### config.mk
export PLATFORM = sky130hd
export DESIGN_NAME = mem_port_arbiter
export DESIGN_NICKNAME = d
export VERILOG_FILES = /design/src/rtl/mem_arb_pkg.sv /design/src/rtl/arb_watchdog.sv /design/src/rtl/mem_port_arbiter.sv
export SDC_FILE = /design/constraint.sdc
export NUM_CORES = 1
export LEC_CHECK = 0
export ABC_AREA = 1
export BUFFER_PORTS_ARGS = -buffer_cell sky130_fd_sc_hd__clkbuf_2
export CORE_MARGIN = 1.5
export CORE_UTILIZATION = 49
export DETAILED_ROUTE_END_ITERATION = 16
export GPL_TIMING_DRIVEN = 0
export PLACE_DENSITY = 0.81
export SETUP_SLACK_MARGIN = 0.15
export SYNTH_ARGS = -nofsm -noshare
export SYNTH_HDL_FRONTEND = slang
export SYNTH_HIERARCHICAL = 1
export SYNTH_SLANG_ARGS = --single-unit
### constraint.sdc
create_clock -name clk -period 2.1 [get_ports clk]
set_input_delay 0.21 -clock clk [delete_from_list [all_inputs] [get_ports clk]]
set_output_delay 0.21 -clock clk [all_outputs]
set_load 0.02 [all_outputs]
### src/rtl/mem_arb_pkg.sv
// ---------------------------------------------------------------------------
// mem_arb_pkg
//
// Shared types and default sizing for the unified-memory port arbiter that
// sits between the instruction-fetch and data-memory stages of the pipelined
// MIPS core.
//
// Contents:
//   DEF_ADDR_W, DEF_DATA_W    default word-address and data widths
//   DEF_STARVE_MAX            default fetch starvation limit
//   DEF_TIMEOUT               default memory acknowledge timeout (cycles)
//   arb_state_e               arbiter FSM states
//   grant_e                   which requester owns the current transaction
// ---------------------------------------------------------------------------
package mem_arb_pkg;

   localparam int DEF_ADDR_W     = 16;
   localparam int DEF_DATA_W     = 32;
   localparam int DEF_STARVE_MAX = 4;
   localparam int DEF_TIMEOUT    = 64;

   // IDLE arbitrates, SERVE_x waits on the memory, RESP issues the ready pulse.
   typedef enum logic [1:0] {
      IDLE     = 2'd0,
      SERVE_IF = 2'd1,
      SERVE_DM = 2'd2,
      RESP     = 2'd3
   } arb_state_e;

   // Owner of the transaction in flight, kept so the completion logic can
   // route read data and ready without re-decoding the state.
   typedef enum logic {
      GNT_IF = 1'b0,
      GNT_DM = 1'b1
   } grant_e;

endpackage

### src/rtl/arb_watchdog.sv
// ---------------------------------------------------------------------------
// arb_watchdog
//
// Loadable down-counter used by the arbiter to bound how long a memory
// transaction may wait for its acknowledge.
//
// Ports:
//   clk         rising-edge clock
//   rst         synchronous reset, active-low
//   clear       forces the count to zero
//   load        loads load_value (ignored while clear is high)
//   load_value  value loaded on load
//   enable      counts down by one per cycle while high and non-zero
//   expire      combinational pulse: enable is high and the count is zero
// ---------------------------------------------------------------------------
module arb_watchdog #(
   parameter int CNT_W = 7
) (
   input  logic             clk,
   input  logic             rst,
   input  logic             clear,
   input  logic             load,
   input  logic [CNT_W-1:0] load_value,
   input  logic             enable,
   output logic             expire
);

   logic [CNT_W-1:0] count;

   // The counter is loaded with (limit - 1) so that expire fires during the
   // last allowed wait cycle.  It parks at zero rather than wrapping, so a
   // long-enabled but already-expired watchdog keeps reporting expiry.
   always_ff @(posedge clk) begin
      if (!rst) begin
         count <= '0;
      end else if (clear) begin
         count <= '0;
      end else if (load) begin
         count <= load_value;
      end else if (enable && (count != '0)) begin
         count <= count - 1'b1;
      end
   end

   // Expiry is only meaningful while the owner is actually waiting.
   assign expire = enable && (count == '0);

endmodule

### src/rtl/mem_port_arbiter.sv
// ---------------------------------------------------------------------------
// mem_port_arbiter
//
// Shares one single-port unified memory between instruction fetch (IF) and
// data-memory access (MEM).  Each access is run as a req/ack transaction
// against a variable-latency memory; read data and a one-cycle ready pulse
// are returned to the winning requester.  Data accesses have priority, but a
// starvation counter forces a fetch grant after STARVE_MAX consecutive data
// grants made while fetch was waiting.  A watchdog aborts a transaction that
// never receives mem_ack.
//
// Ports:
//   clk, rst                 clock and synchronous active-low reset
//   if_req, if_addr          fetch request (held until if_ready) and address
//   if_rdata, if_ready       registered fetch data and completion pulse
//   dm_req, dm_we, dm_addr,
//   dm_wdata                 data request (held until dm_ready) and payload
//   dm_rdata, dm_ready       registered load data and completion pulse
//   mem_req, mem_we,
//   mem_addr, mem_wdata      memory request, held stable until mem_ack
//   mem_rdata, mem_ack       memory read data and single-cycle completion
//   stall_if, stall_mem      per-stage stalls to the hazard unit
//   err_timeout              sticky flag, set when a transaction times out
// ---------------------------------------------------------------------------
module mem_port_arbiter
   import mem_arb_pkg::*;
#(
   parameter int ADDR_W     = DEF_ADDR_W,
   parameter int DATA_W     = DEF_DATA_W,
   parameter int STARVE_MAX = DEF_STARVE_MAX,
   parameter int TIMEOUT    = DEF_TIMEOUT
) (
   input  logic              clk,
   input  logic              rst,

   input  logic              if_req,
   input  logic [ADDR_W-1:0] if_addr,
   output logic [DATA_W-1:0] if_rdata,
   output logic              if_ready,

   input  logic              dm_req,
   input  logic              dm_we,
   input  logic [ADDR_W-1:0] dm_addr,
   input  logic [DATA_W-1:0] dm_wdata,
   output logic [DATA_W-1:0] dm_rdata,
   output logic              dm_ready,

   output logic              mem_req,
   output logic              mem_we,
   output logic [ADDR_W-1:0] mem_addr,
   output logic [DATA_W-1:0] mem_wdata,
   input  logic [DATA_W-1:0] mem_rdata,
   input  logic              mem_ack,

   output logic              stall_if,
   output logic              stall_mem,
   output logic              err_timeout
);

   localparam int WD_W = $clog2(TIMEOUT + 1);
   localparam int ST_W = $clog2(STARVE_MAX + 1);

   localparam logic [WD_W-1:0] WD_LOAD   = WD_W'(TIMEOUT - 1);
   localparam logic [ST_W-1:0] ST_LIMIT  = ST_W'(STARVE_MAX);

   arb_state_e       state;
   grant_e           grant;
   logic [ST_W-1:0]  starve_cnt;

   logic             grant_dm;
   logic             grant_if;
   logic             in_serve;
   logic             wd_load;
   logic             wd_clear;
   logic             wd_expire;

   // Arbitration decision, only acted upon in IDLE.  Data wins unless fetch
   // is waiting and has already been passed over STARVE_MAX times in a row.
   always_comb begin
      grant_dm = 1'b0;
      grant_if = 1'b0;
      if (dm_req && (!if_req || (starve_cnt < ST_LIMIT))) begin
         grant_dm = 1'b1;
      end else if (if_req) begin
         grant_if = 1'b1;
      end
   end

   // The watchdog is armed at every grant, counts only while waiting on the
   // memory and is parked again in the response cycle.
   assign in_serve = (state == SERVE_IF) || (state == SERVE_DM);
   assign wd_load  = (state == IDLE) && (grant_dm || grant_if);
   assign wd_clear = (state == RESP);

   arb_watchdog #(
      .CNT_W (WD_W)
   ) u_watchdog (
      .clk        (clk),
      .rst        (rst),
      .clear      (wd_clear),
      .load       (wd_load),
      .load_value (WD_LOAD),
      .enable     (in_serve),
      .expire     (wd_expire)
   );

   // Main transaction FSM.  All memory-side and requester-side outputs are
   // registered here.  The request payload is captured only at grant time so
   // a requester changing its address mid-transaction cannot disturb the
   // memory.  mem_we is dropped together with mem_req so it never appears
   // outside a request.  A mem_ack outside SERVE (for example one left over
   // from a transaction abandoned by reset) is simply ignored.
   always_ff @(posedge clk) begin
      if (!rst) begin
         state       <= IDLE;
         grant       <= GNT_IF;
         starve_cnt  <= '0;
         mem_req     <= 1'b0;
         mem_we      <= 1'b0;
         mem_addr    <= '0;
         mem_wdata   <= '0;
         if_rdata    <= '0;
         dm_rdata    <= '0;
         if_ready    <= 1'b0;
         dm_ready    <= 1'b0;
         err_timeout <= 1'b0;
      end else begin
         case (state)
            IDLE: begin
               if (grant_dm) begin
                  mem_req   <= 1'b1;
                  mem_we    <= dm_we;
                  mem_addr  <= dm_addr;
                  mem_wdata <= dm_wdata;
                  grant     <= GNT_DM;
                  state     <= SERVE_DM;
                  if (!if_req) begin
                     starve_cnt <= '0;
                  end else if (starve_cnt < ST_LIMIT) begin
                     starve_cnt <= starve_cnt + 1'b1;
                  end
               end else if (grant_if) begin
                  mem_req    <= 1'b1;
                  mem_we     <= 1'b0;
                  mem_addr   <= if_addr;
                  grant      <= GNT_IF;
                  state      <= SERVE_IF;
                  starve_cnt <= '0;
               end else begin
                  starve_cnt <= '0;
               end
            end

            SERVE_IF, SERVE_DM: begin
               if (mem_ack) begin
                  mem_req <= 1'b0;
                  mem_we  <= 1'b0;
                  state   <= RESP;
                  if (grant == GNT_IF) begin
                     if_rdata <= mem_rdata;
                     if_ready <= 1'b1;
                  end else begin
                     if (!mem_we) begin
                        dm_rdata <= mem_rdata;
                     end
                     dm_ready <= 1'b1;
                  end
               end else if (wd_expire) begin
                  mem_req     <= 1'b0;
                  mem_we      <= 1'b0;
                  state       <= RESP;
                  err_timeout <= 1'b1;
                  if (grant == GNT_IF) begin
                     if_rdata <= '0;
                     if_ready <= 1'b1;
                  end else begin
                     dm_rdata <= '0;
                     dm_ready <= 1'b1;
                  end
               end
            end

            RESP: begin
               if_ready <= 1'b0;
               dm_ready <= 1'b0;
               state    <= IDLE;
            end

            default: begin
               state <= IDLE;
            end
         endcase
      end
   end

   // Stalls follow the live request so a request arriving while another
   // transaction is in flight stalls its stage immediately.
   assign stall_if  = if_req & ~if_ready;
   assign stall_mem = dm_req & ~dm_ready;

endmodule

==> flow_summary.ini, run 1 <==
[status]
status = finished, final reports clean

[critical_path]
path_cells = inv_1, ha_2, inv_2, nor2_4, buf_8, inv_1, buf_2, nand3_1, nand2_1, a21oi_1, nor2_1
crit_path_start_kind = register
critical_path_class = register to register
endpoint_kind = register
crit_fanout = 16
cp_slowest_stage_delay_ps = 310
required_ps = 2400
crit_slowest_cell = dfxtp_1
crit_path_frequent_cell = inv_1
critPathArrivalTime_ps = 2120

[place]
dp.cells = 1155
port-buffer-count = 219
dp_slack_ps = -288
dp_hpwl_um = 12000
place_congestion = 0.875
placed_area_mm2 = 0.00697

[layout]
area_delta_synth_final_pct = 36.1
n_antenna_cell = 0
num-fill-cells = 954
layout-drive-gt1-share_pct = 31.1
final_cell_mix = 222 x clkbuf_2, 190 x nand2_1, 130 x dfxtp_1
final_design_area_no_fill_mm2 = 0.00773
fin_cells = 1189
nNetsFinal = 1141
final_common_cell = clkbuf_2

[sta]
fin_crit_ps = 1820
slew_headroom_pct = 54.2
max_freq_mhz = 550
post-route-worst-setup-slack_ps = 280
finClkSkew_ps = 6.99
finalHoldViolations = 0
rsz0062_at_grt = no
finalSetupViolCount = 0
final-max-slew-violation-count = 0
worstMarginPinSlew_ps = 688
fin_setup_tns_ps = 0
finalCritPeriodShare_pct = 86.7

[yosys]
synth_top_area_share_pct = 45.8
syn_avg_cell_area_um2 = 7.20
yosysTopAreaCell = dfxtp_1
ys_seq_elements = 130
yosys_warnings = 6
synthTopCellsByArea = dfxtp_1 46%, nand2_1 13%, nor2_1 7.3%, a21oi_1 7.2%, o21ai_0 4.7%
seq_area_frac_synth_pct = 45.8
synth_cells = 788
syn_area_mm2 = 0.00568
ys_types = 31

[routing]
drt_first_pass_iters = 7
wl_per_cell_um = 14.0
drt_iter0_drc = 503
vias = 6002
wirelength_um = 16600
via_per_inst = 5.05
ant_nets = 0
drc = 0

[global_routing]
grt_pass1_wl_um = 26500
grt_pass1_vias = 5648
track_usage_pct = 26.7
antenna_found_initial = 0
grt_max_degree = 17
grt_overflow = 0

[die]
rows = 39
io_pins = 221
die_area_mm2 = 0.0122
core-area_mm2 = 0.0114
die_width_um = 111
die_y_um = 111
start_util_pct = 49.9

[job]
cap_violations = 0

[clock_tree]
cts_tree = done
clock_latency_ps = 420
htreeDepth = 4
cts_buffers = 17
ctsHoldBuffers = 0
clock_sinks = 130
root_buffer = clkbuf_16
cts_buffer_depth = 2
path_clk_slew_ps = 60

[power]
peakVddDrop_uv = 1200
power_per_cell_area_mw_per_mm2 = 1370
leakage_uw = 0.00387

[min_path]
hold_class = input port to register
[state kept, by name, summed over array words and instances (netlist names)]
name / cells
mem_we: 1
dm_ready: 1
err_timeout: 1
u_watchdog/count: 7
dm_rdata: 32
starve_cnt: 3
if_ready: 1
mem_addr: 16
grant: 1
mem_wdata: 32
mem_req: 1
state: 2
if_rdata: 32
[routing by layer]
layer | wire length (um) | track usage [%]
met1 | 7010 | 32.5
met2 | 7930 | 44.9
met3 | 1260 | 7.14
met4 | 430 | 10.5
met5 | 0 | 0
[final timing paths]
path / slack [ps] / cells after the start / from / endpoint
worst max-delay path: 280 / 11 / state[0]$_SDFFE_PN0P_ / u_watchdog/count[6]$_SDFFE_PP0P_
worst min-delay path: 10 / 3 / dm_wdata[6] / mem_wdata[6]$_SDFFE_PN0P_
worst max register to register: 280 / 11 / state[0]$_SDFFE_PN0P_ / u_watchdog/count[6]$_SDFFE_PP0P_
worst min register to register: 460 / 2 / if_rdata[20]$_SDFFE_PN0P_ / if_rdata[20]$_SDFFE_PN0P_
[critical path, delay by kind of cell (launching register included)]
kind | cells | cell delay (ps)
AO/OA/AOI/OAI | 1 | 120
adder cells (fa/ha/maj) | 1 | 240
buffers and inverters | 5 | 660
flip-flops | 1 | 310
AND/OR/NAND/NOR | 4 | 360
[cell usage after synthesis]
master,n
nand2_1,191
dfxtp_1,130
nor2_1,110
a21oi_1,82
inv_1,59
o21ai_0,53
nand4_1,33
nand3_1,27
clkbuf_1,23
buf_2,20
nand3_2,13
a21oi_2,9
ha_1,6
buf_4,5
buf_6,3
nor2_2,3
a31oi_1,2
buf_1,2
conb_1,2
nand2_2,2
nand2_4,2
o21a_1,2
a21boi_0,1
and2_1,1
clkinv_1,1
inv_2,1
inv_4,1
nor3_1,1
nor3_2,1
o21ai_4,1
xor2_1,1
[report_power, final]
| part | total [uW] | leakage, uW | internal (uW) | switching, uW |
|---|---|---|---|---|
| clock | 3280 | 0.000326 | 2220 | 1060 |
| combinational | 3950 | 0.00247 | 1310 | 2630 |
| sequential | 3390 | 0.00106 | 3050 | 343 |
[cells by family after synthesis]
kind of cell / Yosys count / synth area share (%)
xor gates and xnor gates: 1 / 0.154
other: 2 / 0.132
and+or+nand+nor: 384 / 29.5
buffers and inverters: 115 / 8.82
adders and majority gates: 6 / 1.32
AOI/OAI and AO/OA: 150 / 14.2
DFF: 130 / 45.8
[stage by stage]
step	util, %	total power, uW	hold WS (ps)
finish	68.0	10600	12.4
global route	68.0	11200	12.0
CTS	67.3	10500	7.80
detailed placement	61.3	7140	444
global placement	61.3	7080	432
floorplan	-	5970	345
[repair_timing]
item	CTS	global route
gates resized for setup	6	25
pin swaps	0	3
setup endpoints to repair	47	75
buffers inserted	0	2
cloned	0	0
[cell type report]
class | count | area, um2 | share of cell area [%]
clock buffer | 22 | 484 | 6.27
clock inverter | 10 | 178 | 2.30
tap | 143 | 179 | 2.32
buffer | 53 | 297 | 3.84
sequential | 130 | 2600 | 33.7
timing repair buffer | 221 | 1110 | 14.4
multi-input combinational | 548 | 2640 | 34.2
inverter | 62 | 235 | 3.04
Power figures use the tool's default switching activity.
==> run 2, diff against run 1 <==
--- a/config.mk
+++ b/config.mk
@@ -11,7 +11,7 @@
 export CORE_UTILIZATION = 49
 export DETAILED_ROUTE_END_ITERATION = 16
 export GPL_TIMING_DRIVEN = 0
-export PLACE_DENSITY = 0.81
+export PLACE_DENSITY = 0.8
 export SETUP_SLACK_MARGIN = 0.15
 export SYNTH_ARGS = -nofsm -noshare
 export SYNTH_HDL_FRONTEND = slang
==> run 2 against run 1 <==
  * Clock power fell by 9.1%
  * Count of clock-buffer cells in the layout rose by 4
  * Hold slack improved by 2.9 ps
  * Fmax rose by 1.1%
  * Sequential cell count did not move
  * Via count rose by 1.1%
  * Critical path depth rose by 2
  * Sequential power barely moved
  * Highest routed layer unchanged
  * Final cell count did not move
==> flow_summary.ini, run 2 (synthesis gave the netlist of run 1 again) <==
[routing]
ant_nets = 0
vias = 6071
via_per_inst = 5.11
drt_first_pass_iters = 8
drc = 0
wirelength_um = 16600
wl_per_cell_um = 14.0
wl_met1_um = 7060
met3RoutedLength_um = 1260
wl_met2_um = 7850
top_layer_used = met4
drt_iter0_drc = 603

[clock_tree]
root_buffer = clkbuf_16
clock_sinks = 130
cts_tree = done
clock_latency_ps = 420
path_clk_slew_ps = 60
cts_buffer_depth = 2
cts_buffers = 17
htreeDepth = 4

[layout]
reg_top3 = dm_rdata (32), if_rdata (32), mem_wdata (32)
layout-drive-gt1-share_pct = 31.2
final_cell_mix = 221 x clkbuf_2, 190 x nand2_1, 130 x dfxtp_1
nNetsFinal = 1143
fin_cells = 1189
n_antenna_cell = 0
fin_util_pct = 67.5
area_delta_synth_final_pct = 35.3
final_common_cell = clkbuf_2
final_design_area_no_fill_mm2 = 0.00768

[die]
die_area_mm2 = 0.0122
rows = 39
io_pins = 221
core-area_mm2 = 0.0114
die_y_um = 111
start_util_pct = 49.9
die_width_um = 111

[global_routing]
grt_max_degree = 17
grt_pass1_wl_um = 27300
antenna_found_initial = 0
grt_overflow = 0
grt_pass1_vias = 5800
track_usage_pct = 27.5

[sta]
finalHoldViolations = 0
finClkSkew_ps = 10.5
post-route-worst-setup-slack_ps = 300
fin_crit_ps = 1800
finalSetupViolCount = 0
final-max-slew-violation-count = 0
rsz0062_at_grt = yes
worstMarginPinSlew_ps = 657
finalCritPeriodShare_pct = 85.7
slew_headroom_pct = 56.2
max_freq_mhz = 556

[critical_path]
critical_path_class = register to register
required_ps = 2450
crit_fanout = 10
endpoint_kind = register
crit_path_start_kind = register
critPathArrivalTime_ps = 2150

[min_path]
hold_class = input port to register

[power]
power_per_cell_area_mw_per_mm2 = 1350
leakage_uw = 0.00385
peakVddDrop_uv = 755
p_total_uw = 10300

[place]
port-buffer-count = 219
placed_area_mm2 = 0.00697
place_congestion = 0.856
dp_hpwl_um = 12000
dp_slack_ps = -259
dp.cells = 1155

[status]
status = finished, final reports clean

[job]
cap_violations = 0
run 2: changes by cell type in the layout (fill, tap and decap cells not counted), moves of 2 or more:
cell / before / now
inv_1: 58 / 56
bufinv_16: 5 / 2
clkbuf_8: 4 / 7
inv_2: 2 / 4
clkinv_2: 4 / 2
run 2: final timing paths:
path	start	endpoint	slack, ps	cells after the start
max reg2reg	u_watchdog/count[1]$_SDFFE_PP0P_	dm_rdata[19]$_SDFFE_PN0P_	300	13
min reg2reg	if_rdata[20]$_SDFFE_PN0P_	if_rdata[20]$_SDFFE_PN0P_	460	2
max	u_watchdog/count[1]$_SDFFE_PP0P_	dm_rdata[19]$_SDFFE_PN0P_	300	13
min	dm_wdata[20]	mem_wdata[20]$_SDFFE_PN0P_	20	3
run 2: worst max-delay path: stages, from the launching register on:
cell,delay [ps]
dfxtp_1,320
inv_1,80
ha_1,150
inv_1,40
nor2_1,110
nand3_2,150
nor2_4,170
nand2_2,80
o21ai_4,80
nand2_4,120
buf_4,200
nand2_1,70
nand2_1,50
nor2_1,120
run 2: area by class of cell:
type | instances | area, um2
flip-flops and latches | 130 | 2600
repair buffers | 223 | 1130
plain buffers | 53 | 297
multi-input cells | 548 | 2640
clock inverters | 4 | 70.1
well taps | 143 | 179
inverters | 62 | 235
fillers | 973 | 3690
clock buffers | 26 | 529
run 2: where the power goes:
part | internal [uW] | total (uW) | switching (uW)
Combinational | 1330 | 3960 | 2630
Clock | 1950 | 2980 | 1030
Sequential | 3050 | 3390 | 344
Total | 6330 | 10300 | 4000
run 2: metrics by stage:
step / hold WS [ps] / TNS, ps
2_1_floorplan: 345 / 0
3_3_place_gp: 431 / -1450
3_5_place_dp: 437 / -1650
4_1_cts: 6.43 / 0
5_1_grt: 17.7 / 0
6_report: 15.3 / 0
run 2: what timing repair did:
item,in CTS,in global routing
endpoints found under the setup margin,66,70
pin swaps,0,2
buffers inserted,0,4
resized for setup,7,26
hold buffers,0,0
run 2: metal layers:
metal	up-vias	global-route usage, %
met3	39	8.73
li1	3039	-
met2	266	46.1
met1	2727	33.0
met4	0	10.5
met5	-	0
==> run 3, diff against run 2 <==
--- a/config.mk
+++ b/config.mk
@@ -12,6 +12,7 @@
 export DETAILED_ROUTE_END_ITERATION = 16
 export GPL_TIMING_DRIVEN = 0
 export PLACE_DENSITY = 0.8
+export RECOVER_POWER = 50
 export SETUP_SLACK_MARGIN = 0.15
 export SYNTH_ARGS = -nofsm -noshare
 export SYNTH_HDL_FRONTEND = slang
==> run 3 against run 2 <==
  * First-iteration DRC count is 5.0% lower
  * Combinational power shrank 3%
  * Design area fell by 2.0%
  * Sequential share of layout area rose by 0.68 points
  * Critical endpoint is now u_watchdog/count[6]$_SDFFE_PP0P_
  * Highest routed layer unchanged
  * Count of clock-buffer cells in the layout unchanged
  * Hold slack barely moved
  * Routed wire length rose by 0.18%
  * Clock skew shrank 1.1 ps
  * Clock power barely moved
  * Fmax down 4.9%
  * Sequential cell count stayed put
  * Register-to-register slack lost 90 ps
==> flow_summary.ini, run 3 (synthesis gave the netlist of run 1 again) <==
[global_routing]
track_usage_pct = 27.5
grt_overflow = 0
antenna_found_initial = 0
grt_max_degree = 17
grt_pass1_wl_um = 27300
grt_pass1_vias = 5800

[place]
port-buffer-count = 219
place_congestion = 0.856
dp_hpwl_um = 12000
dp.cells = 1155

[routing]
ant_nets = 0
drt_first_pass_iters = 5
wirelength_um = 16700
wl_met1_um = 7130
met3RoutedLength_um = 1250
top_layer_used = met4
via_per_inst = 5.08
wl_per_cell_um = 14.0
drc = 0
drt_iter0_drc = 573
vias = 6045
wl_met2_um = 7830

[layout]
multi_input_area_mm2 = 0.00264
area_delta_synth_final_pct = 32.6
fin_util_pct = 66.2
fin_cells = 1189
seq_area_mm2 = 0.00260
final_common_cell = nand2_1
num-fill-cells = 1039
nNetsFinal = 1143
final_cell_mix = 190 x nand2_1, 141 x clkbuf_1, 130 x dfxtp_1
n_antenna_cell = 0
layout-drive-gt1-share_pct = 19.6
reg_top3 = dm_rdata (32), if_rdata (32), mem_wdata (32)

[die]
die_width_um = 111
rows = 39
core-area_mm2 = 0.0114
start_util_pct = 49.9
die_y_um = 111
io_pins = 221
die_area_mm2 = 0.0122

[sta]
finalSetupViolCount = 0
finalCritPeriodShare_pct = 90.1
final-max-slew-violation-count = 0
slew_headroom_pct = 56.3
fin_setup_tns_ps = 0
fin_crit_ps = 1890
worstMarginPinSlew_ps = 655
max_freq_mhz = 529
finalHoldViolations = 0
finClkSkew_ps = 9.39
rsz0062_at_grt = yes
fin_worst_hold_slack_ps = 15.5

[clock_tree]
ctsHoldBuffers = 0
root_buffer = clkbuf_16
cts_buffer_depth = 2
clock_sinks = 130
clock_latency_ps = 420
cts_tree = done
path_clk_slew_ps = 50
htreeDepth = 4
cts_buffers = 17

[power]
leakage_uw = 0.00345
power_per_cell_area_mw_per_mm2 = 1360
peakVddDrop_uv = 741
p_total_uw = 10200

[critical_path]
crit_fanout = 16
critPathArrivalTime_ps = 2200
required_ps = 2400
crit_path_start_kind = register
critical_path_class = register to register
r2r_slack_ps = 210
endpoint_kind = register

[status]
status = finished, final reports clean

[min_path]
hold_class = input port to register

[job]
cap_violations = 0
## run 3: cell count changes in the layout (fill, tap and decap cells not counted)
cell | previous run | this run
clkbuf_1 | 22 | 141
clkbuf_2 | 221 | 102
ha_1 | 4 | 5
ha_2 | 1 | 0
inv_1 | 56 | 57
inv_2 | 4 | 3
## run 3: worst max-delay path, stage by stage (launching register included)
cell	delay, ps
dfxtp_1	320
inv_1	150
ha_1	270
inv_2	110
nor2_4	180
buf_8	180
inv_1	70
buf_2	190
nand3_1	80
nand2_1	50
a21oi_1	130
nor2_1	50
## run 3: area by class of cell
type / count / share of cell area, %
multi-input combinational: 548 / 35.1
sequential: 130 / 34.6
timing repair buffer: 223 / 13.0
clock buffer: 26 / 7.03
buffer: 53 / 3.94
inverter: 62 / 3.12
tap: 143 / 2.38
clock inverter: 4 / 0.931
## run 3: power breakdown
group          leakage (uW)  switching, uW  internal, uW
Combinational       0.00209           2630          1200
Sequential          0.00106            341          3050
Clock              0.000298           1030          1950
Total               0.00345           4000          6200
## run 3: per-stage QoR
stage	setup slack (ps)	cell area (um2)
final	208	7530
after global routing	53.8	7530
after CTS	122	7590
after detailed placement	-259	6970
after global placement	-240	6970
after floorplan	215	5700
## run 3: timing repair
action | CTS | global route
buffers inserted | 0 | 4
pin swaps | 0 | 2
setup endpoints to repair | 66 | 70
gates resized for setup | 7 | 26
## run 3: per-layer routing
metal,vias up,global-route usage [%]
met2,248,46.1
li1,3043,-
met4,0,10.5
met1,2715,33.0
met5,-,0
met3,39,8.73
## run 3: worst paths after layout
kind                                  start                                to  depth (start not counted)
setup / recovery      state[0]$_SDFFE_PN0P_  u_watchdog/count[6]$_SDFFE_PP0P_                         11
hold reg to reg   if_rdata[18]$_SDFFE_PN0P_         if_rdata[18]$_SDFFE_PN0P_                          2
hold / removal                 dm_wdata[20]        mem_wdata[20]$_SDFFE_PN0P_                          3
setup reg to reg      state[0]$_SDFFE_PN0P_  u_watchdog/count[6]$_SDFFE_PP0P_                         11
